File: src/rtl/pu_riscv_verilog_pkg.sv
// Shared core types: data-memory port owner encoding and arbiter depth.
package pu_riscv_verilog_pkg;

   typedef enum logic {
      OWNER_LSU = 1'b0,
      OWNER_PTW = 1'b1
   } dmem_owner_t;

   localparam int DMEM_ARB_OUTSTANDING = 4;

endpackage

File: src/rtl/pu_riscv_owner_fifo.sv
// 1-bit synchronous FIFO remembering which requester owns each outstanding access.
module pu_riscv_owner_fifo
   import pu_riscv_verilog_pkg::*;
#(
   parameter int DEPTH = DMEM_ARB_OUTSTANDING
) (
   input  logic clk_i,
   input  logic rst_ni,
   input  logic push,
   input  logic din,
   input  logic pop,
   output logic head,
   output logic full,
   output logic empty
);

   localparam int AW = $clog2(DEPTH);

   logic [DEPTH-1:0] mem;
   logic [AW-1:0]    wr_ptr;
   logic [AW-1:0]    rd_ptr;
   logic [AW:0]      count;
   logic             push_ok;
   logic             pop_ok;

   assign full    = (count == (AW+1)'(DEPTH));
   assign empty   = (count == '0);
   assign push_ok = push & ~full;
   assign pop_ok  = pop & ~empty;
   assign head    = mem[rd_ptr];

   // DEPTH is a power of two, so the pointers wrap naturally
   always_ff @(posedge clk_i or negedge rst_ni) begin
      if (!rst_ni) begin
         wr_ptr <= '0;
         rd_ptr <= '0;
         count  <= '0;
      end else begin
         if (push_ok) wr_ptr <= wr_ptr + 1'b1;
         if (pop_ok)  rd_ptr <= rd_ptr + 1'b1;
         case ({push_ok, pop_ok})
            2'b10:   count <= count + 1'b1;
            2'b01:   count <= count - 1'b1;
            default: count <= count;
         endcase
      end
   end

   always_ff @(posedge clk_i) begin
      if (push_ok) mem[wr_ptr] <= din;
   end

endmodule

File: src/rtl/pu_riscv_dmem_arbiter.sv
// Round-robin share of the data-memory port between LSU and PTW, with
// in-order response routing through an owner FIFO.
module pu_riscv_dmem_arbiter
   import pu_riscv_verilog_pkg::*;
#(
   parameter int XLEN            = 64,
   parameter int MAX_OUTSTANDING = DMEM_ARB_OUTSTANDING
) (
   input  logic            clk_i,
   input  logic            rst_ni,
   input  logic            lsu_req_i,
   input  logic            lsu_we_i,
   input  logic [2:0]      lsu_size_i,
   input  logic [XLEN-1:0] lsu_adr_i,
   input  logic [XLEN-1:0] lsu_d_i,
   output logic            lsu_gnt_o,
   output logic            lsu_ack_o,
   output logic            lsu_err_o,
   output logic [XLEN-1:0] lsu_q_o,
   input  logic            ptw_req_i,
   input  logic            ptw_we_i,
   input  logic [2:0]      ptw_size_i,
   input  logic [XLEN-1:0] ptw_adr_i,
   input  logic [XLEN-1:0] ptw_d_i,
   output logic            ptw_gnt_o,
   output logic            ptw_ack_o,
   output logic            ptw_err_o,
   output logic [XLEN-1:0] ptw_q_o,
   output logic            mem_req_o,
   output logic            mem_we_o,
   output logic [2:0]      mem_size_o,
   output logic [XLEN-1:0] mem_adr_o,
   output logic [XLEN-1:0] mem_d_o,
   input  logic            mem_stall_i,
   input  logic            mem_ack_i,
   input  logic            mem_err_i,
   input  logic [XLEN-1:0] mem_q_i,
   output logic            spurious_o
);

   logic        fifo_full;
   logic        fifo_empty;
   logic        fifo_head;
   logic        prio_ptw;
   logic        hold_vld;
   dmem_owner_t hold_owner;
   dmem_owner_t winner;
   logic        winner_req;
   logic        accept;
   logic        resp_any;
   logic        resp;
   logic        resp_ack;

   // A stalled winner stays selected until accepted, so mem_* cannot change under it
   always_comb begin
      winner = OWNER_LSU;
      if (hold_vld)
         winner = hold_owner;
      else if (lsu_req_i && ptw_req_i)
         winner = prio_ptw ? OWNER_PTW : OWNER_LSU;
      else if (ptw_req_i)
         winner = OWNER_PTW;
   end

   assign winner_req = (winner == OWNER_PTW) ? ptw_req_i : lsu_req_i;
   assign mem_req_o  = rst_ni & ~fifo_full & winner_req;
   assign accept     = mem_req_o & ~mem_stall_i;
   assign lsu_gnt_o  = accept & (winner == OWNER_LSU);
   assign ptw_gnt_o  = accept & (winner == OWNER_PTW);

   always_comb begin
      mem_we_o   = 1'b0;
      mem_size_o = '0;
      mem_adr_o  = '0;
      mem_d_o    = '0;
      if (mem_req_o) begin
         if (winner == OWNER_PTW) begin
            mem_we_o   = ptw_we_i;
            mem_size_o = ptw_size_i;
            mem_adr_o  = ptw_adr_i;
            mem_d_o    = ptw_d_i;
         end else begin
            mem_we_o   = lsu_we_i;
            mem_size_o = lsu_size_i;
            mem_adr_o  = lsu_adr_i;
            mem_d_o    = lsu_d_i;
         end
      end
   end

   // An error wins over a simultaneous ack; either one retires the head entry
   assign resp_any  = mem_ack_i | mem_err_i;
   assign resp      = resp_any & ~fifo_empty;
   assign resp_ack  = mem_ack_i & ~mem_err_i;
   assign lsu_ack_o = resp & ~fifo_head & resp_ack;
   assign lsu_err_o = resp & ~fifo_head & mem_err_i;
   assign ptw_ack_o = resp & fifo_head & resp_ack;
   assign ptw_err_o = resp & fifo_head & mem_err_i;
   assign lsu_q_o   = lsu_ack_o ? mem_q_i : '0;
   assign ptw_q_o   = ptw_ack_o ? mem_q_i : '0;

   always_ff @(posedge clk_i or negedge rst_ni) begin
      if (!rst_ni) begin
         prio_ptw   <= 1'b0;
         hold_vld   <= 1'b0;
         hold_owner <= OWNER_LSU;
         spurious_o <= 1'b0;
      end else begin
         if (accept) prio_ptw <= (winner == OWNER_LSU);
         hold_vld   <= mem_req_o & mem_stall_i;
         hold_owner <= winner;
         if (resp_any && fifo_empty) spurious_o <= 1'b1;
      end
   end

   pu_riscv_owner_fifo #(
      .DEPTH (MAX_OUTSTANDING)
   ) u_owner_fifo (
      .clk_i  (clk_i),
      .rst_ni (rst_ni),
      .push   (accept),
      .din    (winner),
      .pop    (resp),
      .head   (fifo_head),
      .full   (fifo_full),
      .empty  (fifo_empty)
   );

endmodule

File: config.mk
export PLATFORM = sky130hd
export DESIGN_NAME = pu_riscv_dmem_arbiter
export DESIGN_NICKNAME = d
export VERILOG_FILES = /design/src/rtl/pu_riscv_verilog_pkg.sv /design/src/rtl/pu_riscv_owner_fifo.sv /design/src/rtl/pu_riscv_dmem_arbiter.sv
export SDC_FILE = /design/constraint.sdc
export NUM_CORES = 1
export LEC_CHECK = 0
export CAP_MARGIN = 40
export CORE_AREA = 2 2 234 236
export CTS_CLUSTER_SIZE = 24
export DETAILED_ROUTE_END_ITERATION = 10
export DIE_AREA = 0 0 236 238
export GPL_TIMING_DRIVEN = 0
export PLACE_DENSITY = 0.4
export SYNTH_ARGS = -nofsm -noshare
export SYNTH_HDL_FRONTEND = slang
export SYNTH_SLANG_ARGS = --single-unit
File: constraint.sdc
create_clock -name clk_i -period 1.9 [get_ports clk_i]
set_input_delay 0.285 -clock clk_i [delete_from_list [all_inputs] [get_ports clk_i]]
set_output_delay 0.285 -clock clk_i [all_outputs]
set_load 0.05 [all_outputs]
==> results.md <==
* Status: complete, but fails checks
* Failing checks: setup timing
* Placer Congestion at 0.8984
* RSZ-0062 raised after global routing: yes
* Most used cell, CP: buf_12
* Clock buffer count from CTS at 3
* Core area at 0.05350 mm2
* Sw Ratio at 53.71%
* MaxCap Viol Count at 0
* Die footprint at 0.05617 mm2
* Post-DRT Antenna Nets at 0
* Wirelength per Cell at 18.09 um
* Pleak at 5.728 nW
* Max Clk Rate at 434.5 MHz
* Initial Util at 7.545%
* Chip height at 238 um
* Register bit total from synthesis at 15
* Clock Tree Buf Depth at 2
* DRC at 0
* Asr flop ratio synth at 73.33%
* Grt total ovfl at 0
* Worst-path cell chain: or3b_4 -> o211ai_4 -> buf_12 -> buf_12 -> buf_8 -> clkbuf_16 -> a21oi_4 -> buf_6
* Sequential share of power at 4.0%
* Post-DP HPWL at 29960 um
* Slew HR at 64.31%
* 1st-pass router iterations at 4
* Largest net degree at the start of global routing at 15
* Syn avg cell area at 5.418 um2
* P_sw at 7.483 mW
* Sequential fraction of the synthesis area at 9.795%
* Syn Inst Count at 745
* Power Density at 915.9 mW/mm2
* Fin. Hold Viols at 0
* Crit path kind: flip-flop to output pin
* Period utilization at 121.1%
* Worst Skew at 0.001751 ns
* CP Data Required Time at 1.62 ns
* Area Overhead vs Synth at 276.9%
* Vias in the first global route at 7943
* CP Max Fanout at 5
* Clock network fraction of total power at 3.1%
* Share of cells above drive strength 1 at 46.73%
* Mapped cell area at 0.004036 mm2
* Hold Path Class: input port to async pin
* TritonCTS clock tree: built
* Root Driver: clkbuf_16
* GRT Util Overall at 12.10%
* Top Ports at 603
* Cell area after layout at 0.01521 mm2
* Post-Layout Cell Count at 2104
* Antenna violations before repair at 1
* Layout Utilization at 28.44%
* VDD IR max at 425.4 uV
* Fill count at 5730
* WHS at 0.05188 ns
* Dpl cells at 2043
* Slew @ Worst Pin at 0.5337 ns
* Ys flop type: dfrtp_1
* Comb power frac at 93.0%
* CTS sink cnt at 15
* Cell internal pwr at 6.451 mW
* Clock Latency Late Sink at 0.25 ns
* Crit path DAT at 2.02 ns
* Port Buf Inserts at 601
* First-pass GRT wire length at 52030 um
* CP endpoint kind: output pin
* Sum Neg Setup Slack at -86.74 ns
* H-Tree Depth at 1
* DR iter-0 viols at 178
* Clock-pin slew on the worst setup and hold paths at 0.05 ns
* Placed cell area at 0.01245 mm2
* CP max stage delay at 0.44 ns
* Fin nets at 1748
* Crit path time final at 2.302 ns
* Die X at 236 um
* Most common cell after layout, fill and taps aside: clkdlybuf4s50_1
* CTS Hold Bufs at 0
* Final setup viols at 269
* Via Count at 7880
* CP max stage cell: or3b_4
* Final Worst Setup Slack at -0.4016 ns
* Crit start category: flip-flop
* Pins Over Slew Limit at 0
* Vias/cell at 3.745
* FP Rows at 85
* Post-synth cell types at 33
* Warning count from the yosys run at 0
* Routed WL at 38060 um
* Syn Nets at 1086
* Commonest cells after routing, fill and taps aside: clkdlybuf4s50_1 (332), buf_6 (193), nand2_1 (184)
* Number of synthesized flops with an enable pin at 4
routing by layer:
layer | track usage [%] | wire length (um)
met1 | 13.66 | 14330
met2 | 23.28 | 20880
met3 | 2.568 | 2188
met4 | 2.278 | 658
met5 | 0 | 0
path summary, 6_finish.rpt:
kind	start	endpoint	slack (ns)	cells past startpoint
worst min register to register	u_owner_fifo.rd_ptr[1]	u_owner_fifo.rd_ptr[1]	0.51	1
worst max-delay path	u_owner_fifo.count[1]	mem_adr_o[61]	-0.40	8
max in group asynchronous	rst_ni	hold_owner	1.56	1
worst max register to register	u_owner_fifo.count[1]	u_owner_fifo.count[2]	-0.33	11
worst min-delay path	rst_ni	u_owner_fifo.rd_ptr[0]	0.05	1
min in group clk_i	u_owner_fifo.rd_ptr[1]	u_owner_fifo.rd_ptr[1]	0.51	1
kinds of logic (layout without fill, tap and decap cells):
kind of cell / after synthesis / after routing / share of synthesized area [%]
AO/OA/AOI/OAI: 136 / 136 / 17.27
XOR/XNOR: 6 / 6 / 1.302
adder cells (fa/ha/maj): 6 / 6 / 2.046
buffers and inverters: 96 / 757 / 14.17
flip-flops: 15 / 15 / 9.795
multiplexers: 3 / 3 / 1.085
other: 0 / 2 / 0
AND/OR/NAND/NOR: 483 / 483 / 54.34
registers in the layout, indices dropped and copies added, names as in the netlist:
signal / cells
hold_owner: 1
hold_vld: 1
prio_ptw: 1
spurious_o: 1
u_owner_fifo.count: 3
u_owner_fifo.mem: 4
u_owner_fifo.rd_ptr: 2
u_owner_fifo.wr_ptr: 2
power groups by stage:
stage                     sequential (mW)  clock, mW  combinational (mW)
after floorplan                     0.552          0                6.21
after global placement              0.554          0                9.42
after detailed placement            0.554          0                9.42
after CTS                           0.545      0.446                10.5
after global routing                0.572      0.461                13.6
final                               0.551      0.426                13.0
cell usage after synthesis, types with 5 or more instances:
| cell type | number | area, um2 |
|---|---|---|
| nand2_1 | 199 | 747.0 |
| buf_6 | 20 | 225.2 |
| a21oi_1 | 132 | 660.6 |
| nand3_1 | 132 | 660.6 |
| nor2_1 | 70 | 262.8 |
| buf_2 | 38 | 190.2 |
| clkbuf_1 | 26 | 97.59 |
| and3_1 | 66 | 412.9 |
| ha_1 | 5 | 62.56 |
| inv_1 | 8 | 30.03 |
| dfrtp_1 | 11 | 275.3 |
| and2_1 | 6 | 37.54 |
worst max-delay path, delay by kind of cell (launching register included):
kind                   cells  cell delay, ns
buffers and inverters      5            0.73
DFF                        1            0.41
and+or+nand+nor            1            0.44
AOI/OAI and AO/OA          2            0.17
layout make-up:
type / instances / area (um2) / area share [%]
Antenna cell: 2 / 5.005 / 0.03290
Sequential cell: 15 / 395.4 / 2.599
Inverter: 9 / 46.29 / 0.3043
Buffer: 86 / 1162 / 7.640
Timing Repair Buffer: 657 / 7445 / 48.94
Clock inverter: 1 / 5.005 / 0.03290
Multi-Input combinational cell: 634 / 5192 / 34.13
Tap cell: 696 / 870.8 / 5.724
Clock buffer: 3 / 75.07 / 0.4935
Timing Repair inverter: 1 / 16.27 / 0.1069
per-stage QoR:
| step | worst slack, ns | total power [mW] |
|---|---|---|
| after global routing | -0.4792 | 14.61 |
| after detailed placement | -1.658 | 9.973 |
| after CTS | -0.4242 | 11.48 |
| after global placement | -1.633 | 9.977 |
| after floorplan | -0.3116 | 6.763 |
| final | -0.4016 | 13.93 |
what timing repair did:
item                                    in CTS  in global routing
cloned                                       7                 22
resized for setup                         1753                589
endpoints found under the setup margin     277                270
buffers inserted                            14                 14
hold endpoints to repair                     0                  0
pin swaps                                   14                 48
Power figures use the tool's default switching activity.
